[src/rtl/regfile_write_arbiter.sv]
// regfile_write_arbiter: shares one register-file write port between the WB stage and a 2-deep aux queue with starvation forcing.
module regfile_write_arbiter #(
    parameter int STARVE_LIMIT = 3
) (
    input  logic        clk,
    input  logic        rst,
    input  logic        wb_en,
    input  logic [3:0]  wb_dest,
    input  logic [31:0] wb_result,
    input  logic        aux_valid,
    input  logic [3:0]  aux_dest,
    input  logic [31:0] aux_result,
    output logic        aux_ready,
    output logic        writeBackEn,
    output logic [3:0]  Dest_wb,
    output logic [31:0] Result_WB,
    output logic        wb_stall,
    output logic [15:0] aux_pending
);
    localparam int CW = (STARVE_LIMIT < 1) ? 1 : $clog2(STARVE_LIMIT + 1);
    typedef enum logic [1:0] {IDLE, WAIT, FORCE} state_t;
    state_t        state, state_n;
    logic [CW-1:0] blk;
    logic [1:0]    v;
    logic [3:0]    dst [2];
    logic [31:0]   dat [2];
    logic          grant_aux, grant_wb, push, pop, slot, empty_n;
    assign grant_aux   = !rst && ((state == FORCE) || (!wb_en && v[0]));
    assign grant_wb    = !rst && (state != FORCE) && wb_en;
    assign aux_ready   = !v[1];
    assign push        = aux_valid && aux_ready;
    assign pop         = grant_aux;
    // slot 0 is always the head; a pop shifts slot 1 down before the push lands
    assign slot        = pop ? v[1] : v[0];
    assign empty_n     = !slot && !push;
    assign wb_stall    = (state == FORCE);
    assign writeBackEn = grant_aux || grant_wb;
    assign Dest_wb     = grant_aux ? dst[0] : grant_wb ? wb_dest : 4'd0;
    assign Result_WB   = grant_aux ? dat[0] : grant_wb ? wb_result : 32'd0;
    assign aux_pending = (v[0] ? 16'(1) << dst[0] : 16'd0) | (v[1] ? 16'(1) << dst[1] : 16'd0);
    always_comb
        state_n = empty_n ? IDLE :
                  (state == WAIT && wb_en && blk == CW'(STARVE_LIMIT - 1)) ? FORCE : WAIT;
    always_ff @(posedge clk or posedge rst) begin
        if (rst) begin
            state  <= IDLE;
            blk    <= '0;
            v      <= '0;
            dst[0] <= '0;
            dst[1] <= '0;
            dat[0] <= '0;
            dat[1] <= '0;
        end else begin
            state <= state_n;
            blk   <= (grant_aux || empty_n) ? '0 : (state == WAIT && wb_en) ? blk + 1'b1 : blk;
            if (pop) begin
                v      <= {1'b0, v[1]};
                dst[0] <= dst[1];
                dat[0] <= dat[1];
            end
            if (push) begin
                v[slot]   <= 1'b1;
                dst[slot] <= aux_dest;
                dat[slot] <= aux_result;
            end
        end
    end
endmodule

[config.mk]
export PLATFORM = sky130hd
export DESIGN_NAME = regfile_write_arbiter
export DESIGN_NICKNAME = d
export VERILOG_FILES = /design/src/rtl/regfile_write_arbiter.sv
export SDC_FILE = /design/constraint.sdc
export NUM_CORES = 1
export LEC_CHECK = 0
export CORE_MARGIN = 2
export CORE_UTILIZATION = 30
export CTS_CLUSTER_DIAMETER = 40
export DETAILED_ROUTE_END_ITERATION = 10
export PLACE_DENSITY = 0.54
export SLEW_MARGIN = 10
export SYNTH_ARGS = -nofsm -noshare
export SYNTH_HDL_FRONTEND = slang
export SYNTH_SLANG_ARGS = --single-unit
[constraint.sdc]
create_clock -name clk -period 2.95 [get_ports clk]
set_input_delay 0.4425 -clock clk [delete_from_list [all_inputs] [get_ports clk]]
set_output_delay 0.4425 -clock clk [all_outputs]
set_load 0.1 [all_outputs]
==> results by group, run 1 <==
Power
  • Post-layout power: 6.677 mW
  • Leakage: 2.393 nW
  • Max IR drop VDD: between 0.0003 and 0.0004 V
  • Power Density: about 1100 nW/um^2

Yosys
  • Top-area cell type share of the netlist area: about half
  • Net Count, Synth: 430
  • Yosys synthesis warning count: 0
  • Cell taking the most area after synthesis: dfrtp_1
  • Synth Instances: 353
  • Avg Inst Size Synth: 10.73 um^2
  • Flops & latches, synth: about 80
  • FFs w/ async S/R, synth: 100.0%
  • Ys flop type: dfrtp_1
  • Number of flops mapped to enable cells by yosys: 0
  • Area of the mapped netlist: between 3000 and 4000 um^2
  • Seq/Total Area, Yosys: approximately 52%
  • Synth unique cells: 33
  • Area contributors post-synth: dfrtp_1, mux2_1, o22ai_1, a22o_1, nor3_1

Timing
  • Hold Violations, Final: 0
  • Final period util: around nine tenths
  • Least-Margin Pin Slew: about 1.1 ns
  • Slew Viols, Final: 0
  • Fin crit period: ~2.6 ns
  • Peak Freq: ~0.38 GHz
  • Max_slew headroom: about a quarter
  • Max Clock Skew: 0.006297 ns
  • RSZ-0062 raised after global routing: false
  • # setup viols final: 0
  • Setup TNS Final: 0 ns

Run status
  • Status: finished, final reports clean

Global routing
  • Initial antenna violation count: 0
  • Global route overflow: 0
  • First-pass GRT wire length: between 15,000 and 20,000 um
  • Vias in the first global route: 3,309
  • GRT Util Overall: approximately 16%
  • Largest net degree at the start of global routing: 79

Floorplan
  • Die Width: about 120 um
  • Io pins: 131
  • Core ar.: 12,470 um^2
  • FP Rows: 41
  • Height of the die: 116.3 um
  • Die ar.: roughly 14,000 um^2
  • Starting Density: a little under a third

Clocking
  • Total CTS buffers: 9
  • CTS H-tree lvls: 3
  • Postcts setup bufs: 0
  • Worst-path clk slew: 0.06 ns
  • Clock Path Buffers: 2
  • Cts hold-fix bufs: 0
  • CTS tree: done
  • Post_cts resized: 0
  • TritonCTS Sinks: just under 80
  • Root Driver: clkbuf_16
  • Clock latency on the worst-skew pair: around 0.32 ns

Final layout
  • Final nets: 552
  • Most frequent cells in the layout: dfrtp_1, clkdlybuf4s50_1, o22ai_1, nor2_1, buf_12
  • Final instance area: between 5000 and 6000 um^2
  • ANT cells: 0
  • Most common cell after layout, fill and taps aside: dfrtp_1
  • Filler Cells Inserted: approximately 1,200
  • Area grow syn2layout: 55.75%
  • Layout cells sized above 1: 20.00%

Drt
  • Vias per Instance: 5.005
  • Post-route ant nets: 0
  • Via count: ~3,300
  • DRT iter0 DRCs: 193
  • Avg WL per Cell: 16.43 um
  • Wirelength, routed: ~11,000 um
  • Pre-antenna DRT Iters: 4
  • DRC: 0

Critical path
  • R2r setup slk: roughly 0.92 ns
  • Worst Path Arrival: 2.17 ns
  • Worst reg2reg endpoint: dat[35]$_DFF_PP0_
  • Critical path class: primary input to output pin
  • CP Capture Type: output pin
  • CP max FO: 64
  • Worst r2r path cells: 4
  • WP data required: between 2 and 3 ns
  • Startpoint types: primary input
  • Worst R2R Start: v[0]$_DFF_PP0_

Placed design
  • IO buf count: 130
  • Gpl congestion: 0.8544
  • Post-DP HPWL: between 7000 and 8000 um
  • DP Area: about 5600 um^2

Run
  • Max Cap Viol: 0

Worst hold path
  • Worst hold path stage count: 1
  • Hold Crit Class: register to register
cell usage after synthesis, drive strengths merged (3+ instances only):
library cell / number
dfrtp: 78
o22ai: 52
nor2: 42
a22o: 36
mux2: 36
nor3: 36
buf: 24
nand2: 8
a21oi: 6
nand2b: 6
inv: 5
nand3b: 5
clkbuf: 3
layout make-up:
cell class / count / area (um^2) / share of cell area (%)
sequential: 78 / 1952 / 33.10
timing repair buffer: 138 / 1712 / 29.03
multi-input combinational: 243 / 1699 / 28.81
clock buffer: 11 / 242.7 / 4.116
tap: 172 / 215.2 / 3.649
clock inverter: 5 / 56.30 / 0.9548
inverter: 5 / 20.02 / 0.3395
through the flow:
stage	std cells	util, %	hold slack (ns)	setup slack [ns]
floorplan	353	-	0.4589	-0.4341
global placement	636	44.91	0.4672	0.3862
detailed placement	636	44.91	0.4758	0.3598
CTS	652	47.31	0.4894	0.3516
global route	652	47.31	0.5031	0.2372
finish	652	47.31	0.4871	0.3399
cell families after synthesis:
kind of cell / Yosys count / synth area share [%]
adders and majority gates: 1 / 0.3304
buffers and inverters: 32 / 4.428
AOI/OAI and AO/OA: 100 / 19.40
DFF: 78 / 51.55
and+or+nand+nor: 105 / 13.35
muxes: 36 / 10.71
xor gates and xnor gates: 1 / 0.2314
how the worst max path moves through the flow:
stage | start | to | cells past startpoint
after floorplan | v[1]$_DFF_PP0_ | aux_pending[0] | 3
final | wb_en | Result_WB[20] | 6
after detailed placement | wb_en | Result_WB[15] | 6
after CTS | wb_en | Result_WB[15] | 6
after global routing | wb_en | Result_WB[20] | 6
after global placement | wb_en | Result_WB[12] | 6
per-layer routing:
layer / wire, um / share of wire [%] / GRT usage (%)
met5: 0 / 0 / 0
met2: 5421 / 51 / 27.87
met3: 422 / 3.9 / 2.543
met1: 4737 / 44 / 21.40
met4: 129 / 1.2 / 5.159
power breakdown:
part	switching, mW	leakage [nW]	internal (mW)
registers	0.372	0.897	1.61
logic	2.31	1.35	1.29
clock network	0.420	0.146	0.678
critical path, stage by stage:
cell and delay [ns]:
clkdlybuf4s50_1 0.48, nand2b_1 0.25, a21oi_4 0.21, buf_12 0.29, a22o_1 0.25, buf_12 0.18
(Power assumes the default switching activity.)
==> run 2: changes to the inputs <==
- clock period: 2.95 -> 2.8 ns (I/O delays scaled with it)
==> results by group, run 2 (synthesized netlist as in run 1, its figures left out) <==
Global routing
  • Global route overflow: 0 (unchanged)
  • Largest net degree at the start of global routing: 79 (unchanged)
  • GRT Util Overall: 15.79% (was 16.35%)
  • Initial antenna violation count: 0 (unchanged)
  • First-pass GRT wire length: 16,920 um (was 17,320 um)
  • Vias in the first global route: 3,256 (was 3,309)

Drt
  • Via count: 3,299 (was 3,263)
  • Wirelength, routed: 10,580 um (was 10,710 um)
  • Avg WL per Cell: 16.22 um (was 16.43 um)
  • DRT iter0 DRCs: 117 (was 193)
  • Vias per Instance: 5.060 (was 5.005)
  • Pre-antenna DRT Iters: 4 (unchanged)
  • Post-route ant nets: 0 (unchanged)
  • DRC: 0 (unchanged)

Floorplan
  • Core ar.: 12,470 um^2 (unchanged)
  • Starting Density: 30.37% (unchanged)
  • Io pins: 131 (unchanged)
  • Height of the die: 116.3 um (unchanged)
  • Die Width: 116.3 um (unchanged)
  • Die ar.: 13,540 um^2 (unchanged)
  • FP Rows: 41 (unchanged)

Critical path
  • CP bufs+invs: 3 (unchanged)
  • Worst R2R Start: v[0]$_DFF_PP0_ (unchanged)
  • Critical Path, Cell by Cell: clkdlybuf4s50_1, nand2b_1, a21oi_4, buf_12, a22o_1, buf_12 (unchanged)
  • Slowest cell on crit path: clkdlybuf4s50_1 (unchanged)
  • Worst r2r path cells: 4 (unchanged)
  • Most used cell, CP: buf_12 (unchanged)
  • Worst Path Arrival: 2.16 ns (was 2.17 ns)
  • Startpoint types: primary input (unchanged)
  • CP Capture Type: output pin (unchanged)
  • Worst reg2reg endpoint: dst[5]$_DFF_PP0_ (was dat[35]$_DFF_PP0_)
  • Critical path's top delay family: buffers and inverters (unchanged)
  • CP Launch Point: wb_en (unchanged)
  • Max incr delay on CP: 0.50 ns (was 0.48 ns)
  • CP max FO: 57 (was 64)
  • WP data required: 2.38 ns (was 2.51 ns)
  • Critical path class: primary input to output pin (unchanged)
  • R2r setup slk: 0.73 ns (was 0.92 ns)

Timing
  • Peak Freq: a little under 0.4 GHz
  • Hold Violations, Final: 0 (unchanged)
  • Final period util: between 90% and 100%
  • RSZ-0062 raised after global routing: false (unchanged)
  • Max_slew headroom: 23.60% (was 25.33%)
  • Least-Margin Pin Slew: 1.140 ns (was 1.115 ns)
  • Slew Viols, Final: 0 (unchanged)
  • Fin crit period: around 2.6 ns
  • Max Clock Skew: 0.005735 ns (was 0.006297 ns)
  • Final worst setup slack: 0.2232 ns (was 0.3399 ns)
  • # setup viols final: 0 (unchanged)

Power
  • Max IR drop VDD: 0.0004827 V (was 0.0003931 V)
  • Power Density: 1206 nW/um^2 (was 1132 nW/um^2)
  • Leakage: 2.409 nW (was 2.393 nW)

Clocking
  • TritonCTS Sinks: 78 (unchanged)
  • Total CTS buffers: 9 (unchanged)
  • CTS H-tree lvls: 3 (unchanged)
  • Worst-path clk slew: 0.06 ns (about the same)
  • Cts hold-fix bufs: 0 (unchanged)
  • CTS tree: done (unchanged)
  • Post_cts resized: 0 (unchanged)
  • Clock Path Buffers: 2 (unchanged)
  • Root Driver: clkbuf_16 (unchanged)
  • Clock latency on the worst-skew pair: 0.32 ns (about the same)
  • Postcts setup bufs: 0 (unchanged)

Run status
  • Status: finished, final reports clean (unchanged)

Final layout
  • Area grow syn2layout: 56.97% (was 55.75%)
  • Final instance area: 5943 um^2 (was 5897 um^2)
  • Most common cell after layout, fill and taps aside: dfrtp_1 (unchanged)
  • Most frequent cells in the layout: dfrtp_1, clkdlybuf4s50_1, o22ai_1, nor2_1, buf_12 (unchanged)
  • ANT cells: 0 (unchanged)
  • Final core occ: 47.68% (was 47.31%)
  • Final nets: 552 (unchanged)
  • Layout cells sized above 1: 20.21% (was 20.00%)
  • Filler Cells Inserted: 1,151 (was 1,155)

Placed design
  • IO buf count: 130 (unchanged)
  • DP Area: 5610 um^2 (was 5598 um^2)
  • Gpl congestion: 0.8676 (was 0.8544)
  • Placement Setup Slack: 0.2216 ns (was 0.3598 ns)
  • Post-DP HPWL: 7105 um (was 7167 um)

Worst hold path
  • Hold Crit Class: register to register (unchanged)
  • Worst hold path stage count: 1 (unchanged)

Run
  • Max Cap Viol: 0 (unchanged)
[run 2: cell type report]
class	count	area, um^2	area share [%]
clock buffers	10	239.0	4.021
clock inverters	6	93.84	1.579
inverters	5	20.02	0.3368
multi-input cells	243	1699	28.59
flip-flops and latches	78	1952	32.84
well taps	172	215.2	3.621
repair buffers	138	1724	29.01
[run 2: worst max path at each step]
stage / endpoint / slack (ns) / depth (start not counted)
6_report: Result_WB[18] / 0.22 / 6
5_1_grt: Result_WB[18] / 0.13 / 6
2_1_floorplan: aux_pending[0] / -0.56 / 3
3_5_place_dp: Result_WB[11] / 0.22 / 6
3_3_place_gp: Result_WB[12] / 0.28 / 6
4_1_cts: Result_WB[18] / 0.22 / 6
[run 2: worst register-to-register path, stage by stage (launching register included)]
cell      delay (ns)
dfrtp_1         0.58
nand2_1         0.17
o211ai_4        0.92
o22ai_1         0.19
nor2_1          0.14
[run 2: metrics by stage]
| step | cells | power (mW) | hold WS [ns] | TNS [ns] |
|---|---|---|---|---|
| 6_report | 652 | 7.169 | 0.4860 | 0 |
| 3_3_place_gp | 636 | 5.857 | 0.4674 | 0 |
| 3_5_place_dp | 636 | 5.947 | 0.4769 | 0 |
| 2_1_floorplan | 353 | 4.760 | 0.4589 | -2.246 |
| 5_1_grt | 652 | 7.552 | 0.4976 | 0 |
| 4_1_cts | 652 | 7.244 | 0.4903 | 0 |
[run 2: where the power goes]
group | total, mW | switching, mW | internal [mW]
Combinational | 3.81 | 2.43 | 1.37
Clock | 1.27 | 0.463 | 0.811
Sequential | 2.09 | 0.396 | 1.69
[run 2: layer usage]
layer / GRT usage, % / share of wire, %
met1: 20.66 / 44
met2: 26.67 / 49
met3: 2.439 / 5.0
met4: 5.556 / 1.6
met5: 0 / 0
==> run 3: changes to the inputs <==
- GPL_TIMING_DRIVEN: default -> 0
- REMOVE_ABC_BUFFERS: default -> 1
- TNS_END_PERCENT: default -> 1
==> results by group, run 3 (synthesized netlist as in run 1, its figures left out) <==
Run status
  • Status: finished, final reports clean (unchanged)

Clocking
  • Total CTS buffers: 9 (unchanged)
  • Clock latency on the worst-skew pair: 0.32 ns (about the same)
  • CTS tree: done (unchanged)
  • Worst-path clk slew: 0.06 ns (about the same)
  • Root Driver: clkbuf_16 (unchanged)
  • TritonCTS Sinks: 78 (unchanged)
  • Clock Path Buffers: 2 (unchanged)
  • CTS H-tree lvls: 3 (unchanged)

Final layout
  • Most common cell after layout, fill and taps aside: dfrtp_1 (unchanged)
  • Area grow syn2layout: 48.65% (was 56.97%)
  • ANT cells: 0 (unchanged)
  • Final core occ: 45.15% (was 47.68%)
  • Multi-input gate area: 1720 um^2 (was 1699 um^2)
  • Layout cells sized above 1: 18.35% (was 20.21%)
  • Final instance area: 5628 um^2 (was 5943 um^2)
  • Filler Cells Inserted: 1,234 (was 1,151)
  • Final nets: 557 (was 552)
  • Most frequent cells in the layout: dfrtp_1, clkdlybuf4s50_1, o22ai_1, nor2_1 (was dfrtp_1, clkdlybuf4s50_1, o22ai_1, nor2_1, buf_12)
  • FF/Latch Area: 1952 um^2 (unchanged)

Critical path
  • CP Capture Type: output pin (unchanged)
  • Critical Path, Cell by Cell: clkdlybuf4s50_1, nand2b_1, a21oi_4, buf_4, buf_16, a22o_1, clkbuf_4 (was clkdlybuf4s50_1, nand2b_1, a21oi_4, buf_12, a22o_1, buf_12)
  • Worst R2R Start: state[0]$_DFF_PP0_ (was v[0]$_DFF_PP0_)
  • R2r setup slk: 0.55 ns (was 0.73 ns)
  • Critical path class: primary input to output pin (unchanged)
  • Worst r2r path cells: 5 (was 4)
  • Max incr delay on CP: 0.59 ns (was 0.50 ns)
  • CP Launch Point: wb_en (unchanged)
  • WP data required: 2.38 ns (about the same)
  • Slowest cell on crit path: clkdlybuf4s50_1 (unchanged)
  • Worst Path Arrival: 2.30 ns (was 2.16 ns)
  • Startpoint types: primary input (unchanged)
  • CP max FO: 24 (was 57)

Floorplan
  • Height of the die: 116.3 um (unchanged)
  • Io pins: 131 (unchanged)
  • Starting Density: 30.37% (unchanged)
  • FP Rows: 41 (unchanged)
  • Die ar.: 13,540 um^2 (unchanged)
  • Core ar.: 12,470 um^2 (unchanged)
  • Die Width: 116.3 um (unchanged)

Drt
  • Vias per Instance: 5.046 (was 5.060)
  • DRC: 0 (unchanged)
  • Wirelength, routed: 10,930 um (was 10,580 um)
  • Via count: 3,315 (was 3,299)
  • Avg WL per Cell: 16.64 um (was 16.22 um)
  • Post-route ant nets: 0 (unchanged)
  • DRT iter0 DRCs: 136 (was 117)
  • Pre-antenna DRT Iters: 4 (unchanged)

Power
  • Power Density: 1199 nW/um^2 (was 1206 nW/um^2)
  • Max IR drop VDD: 0.0003918 V (was 0.0004827 V)
  • Leakage: 2.352 nW (was 2.409 nW)

Timing
  • Hold Violations, Final: 0 (unchanged)
  • Final period util: 96.97% (was 92.03%)
  • Least-Margin Pin Slew: 0.9762 ns (was 1.140 ns)
  • Peak Freq: 0.3683 GHz (was 0.3881 GHz)
  • Final worst setup slack: 0.08488 ns (was 0.2232 ns)
  • Fin Hold WS: 0.4894 ns (was 0.4860 ns)
  • Fin crit period: 2.715 ns (was 2.577 ns)
  • Setup TNS Final: 0 ns (unchanged)
  • Max Clock Skew: 0.008143 ns (was 0.005735 ns)
  • Max_slew headroom: 34.72% (was 23.60%)
  • Slew Viols, Final: 0 (unchanged)
  • # setup viols final: 0 (unchanged)
  • RSZ-0062 raised after global routing: false (unchanged)

Placed design
  • IO buf count: 130 (unchanged)
  • DP Area: 5360 um^2 (was 5610 um^2)
  • Placement Setup Slack: -1.053 ns (was 0.2216 ns)
  • Gpl congestion: 0.8494 (was 0.8676)
  • Post-DP HPWL: 7186 um (was 7105 um)

Run
  • Max Cap Viol: 0 (unchanged)

Global routing
  • Vias in the first global route: 3,302 (was 3,256)
  • Largest net degree at the start of global routing: 42 (was 79)
  • GRT Util Overall: 16.60% (was 15.79%)
  • First-pass GRT wire length: 17,390 um (was 16,920 um)
  • Global route overflow: 0 (unchanged)
  • Initial antenna violation count: 0 (unchanged)

Worst hold path
  • Hold Crit Class: primary input to asynchronous set/reset pin (was register to register)
## run 3: cell count changes in the layout (fill, tap and decap cells not counted), moves of 2 or more
cell,previous run,this run
buf_12,40,4
clkbuf_4,0,32
buf_16,0,4
clkdlybuf4s15_2,0,4
dlygate4sd2_1,0,12
clkinvlp_4,1,3
buf_4,23,5
dlymetal6s2s_1,0,2
clkinv_4,2,0
buf_2,0,2
## run 3: metrics by stage
stage,cells,power (mW)
after floorplan,326,4.695
after CTS,657,6.763
after global routing,657,7.143
final,657,6.745
after detailed placement,635,5.675
after global placement,628,5.501
## run 3: how the worst max path moves through the flow
stage | slack [ns] | to | cells after the start
2_1_floorplan | -1.98 | Dest_wb[0] | 3
6_report | 0.08 | Result_WB[1] | 7
5_1_grt | 0.006 | Dest_wb[1] | 5
3_3_place_gp | -5.04 | Result_WB[15] | 5
3_5_place_dp | -1.05 | Result_WB[9] | 6
4_1_cts | -0.04 | writeBackEn | 4
## run 3: final cells by class
cell class	instances	share of cell area, %
tap	172	3.824
timing repair buffer	141	25.03
clock buffer	11	4.491
sequential	78	34.68
clock inverter	5	1.023
multi-input combinational	245	30.57
inverter	5	0.3779
## run 3: layer usage
metal  GRT usage, %  routed length [um]  vias up
met1          21.25                4814     1620
li1               -                   -     1579
met5              0                   0        -
met3          4.255                 687       10
met4          5.000                 121        0
met2          27.75                5306      106
## run 3: where the power goes
| group | switching, mW | internal [mW] |
|---|---|---|
| sequential | 0.377 | 1.69 |
| clock | 0.449 | 0.737 |
| combinational | 2.40 | 1.09 |
| total | 3.22 | 3.52 |
## run 3: what timing repair did
| item | CTS | global route |
|---|---|---|
| hold buffers | 0 | 0 |
| pin swaps | 2 | 0 |
| cloned | 2 | 0 |
| setup endpoints to repair | 53 | 56 |
| buffers inserted | 4 | 0 |
| resized for setup | 209 | 36 |
## run 3: worst max-delay path, delay by kind of cell
kind | cells | cell delay [ns]
compound gates | 2 | 0.32
buf+inv | 4 | 1.22
simple gates | 1 | 0.31
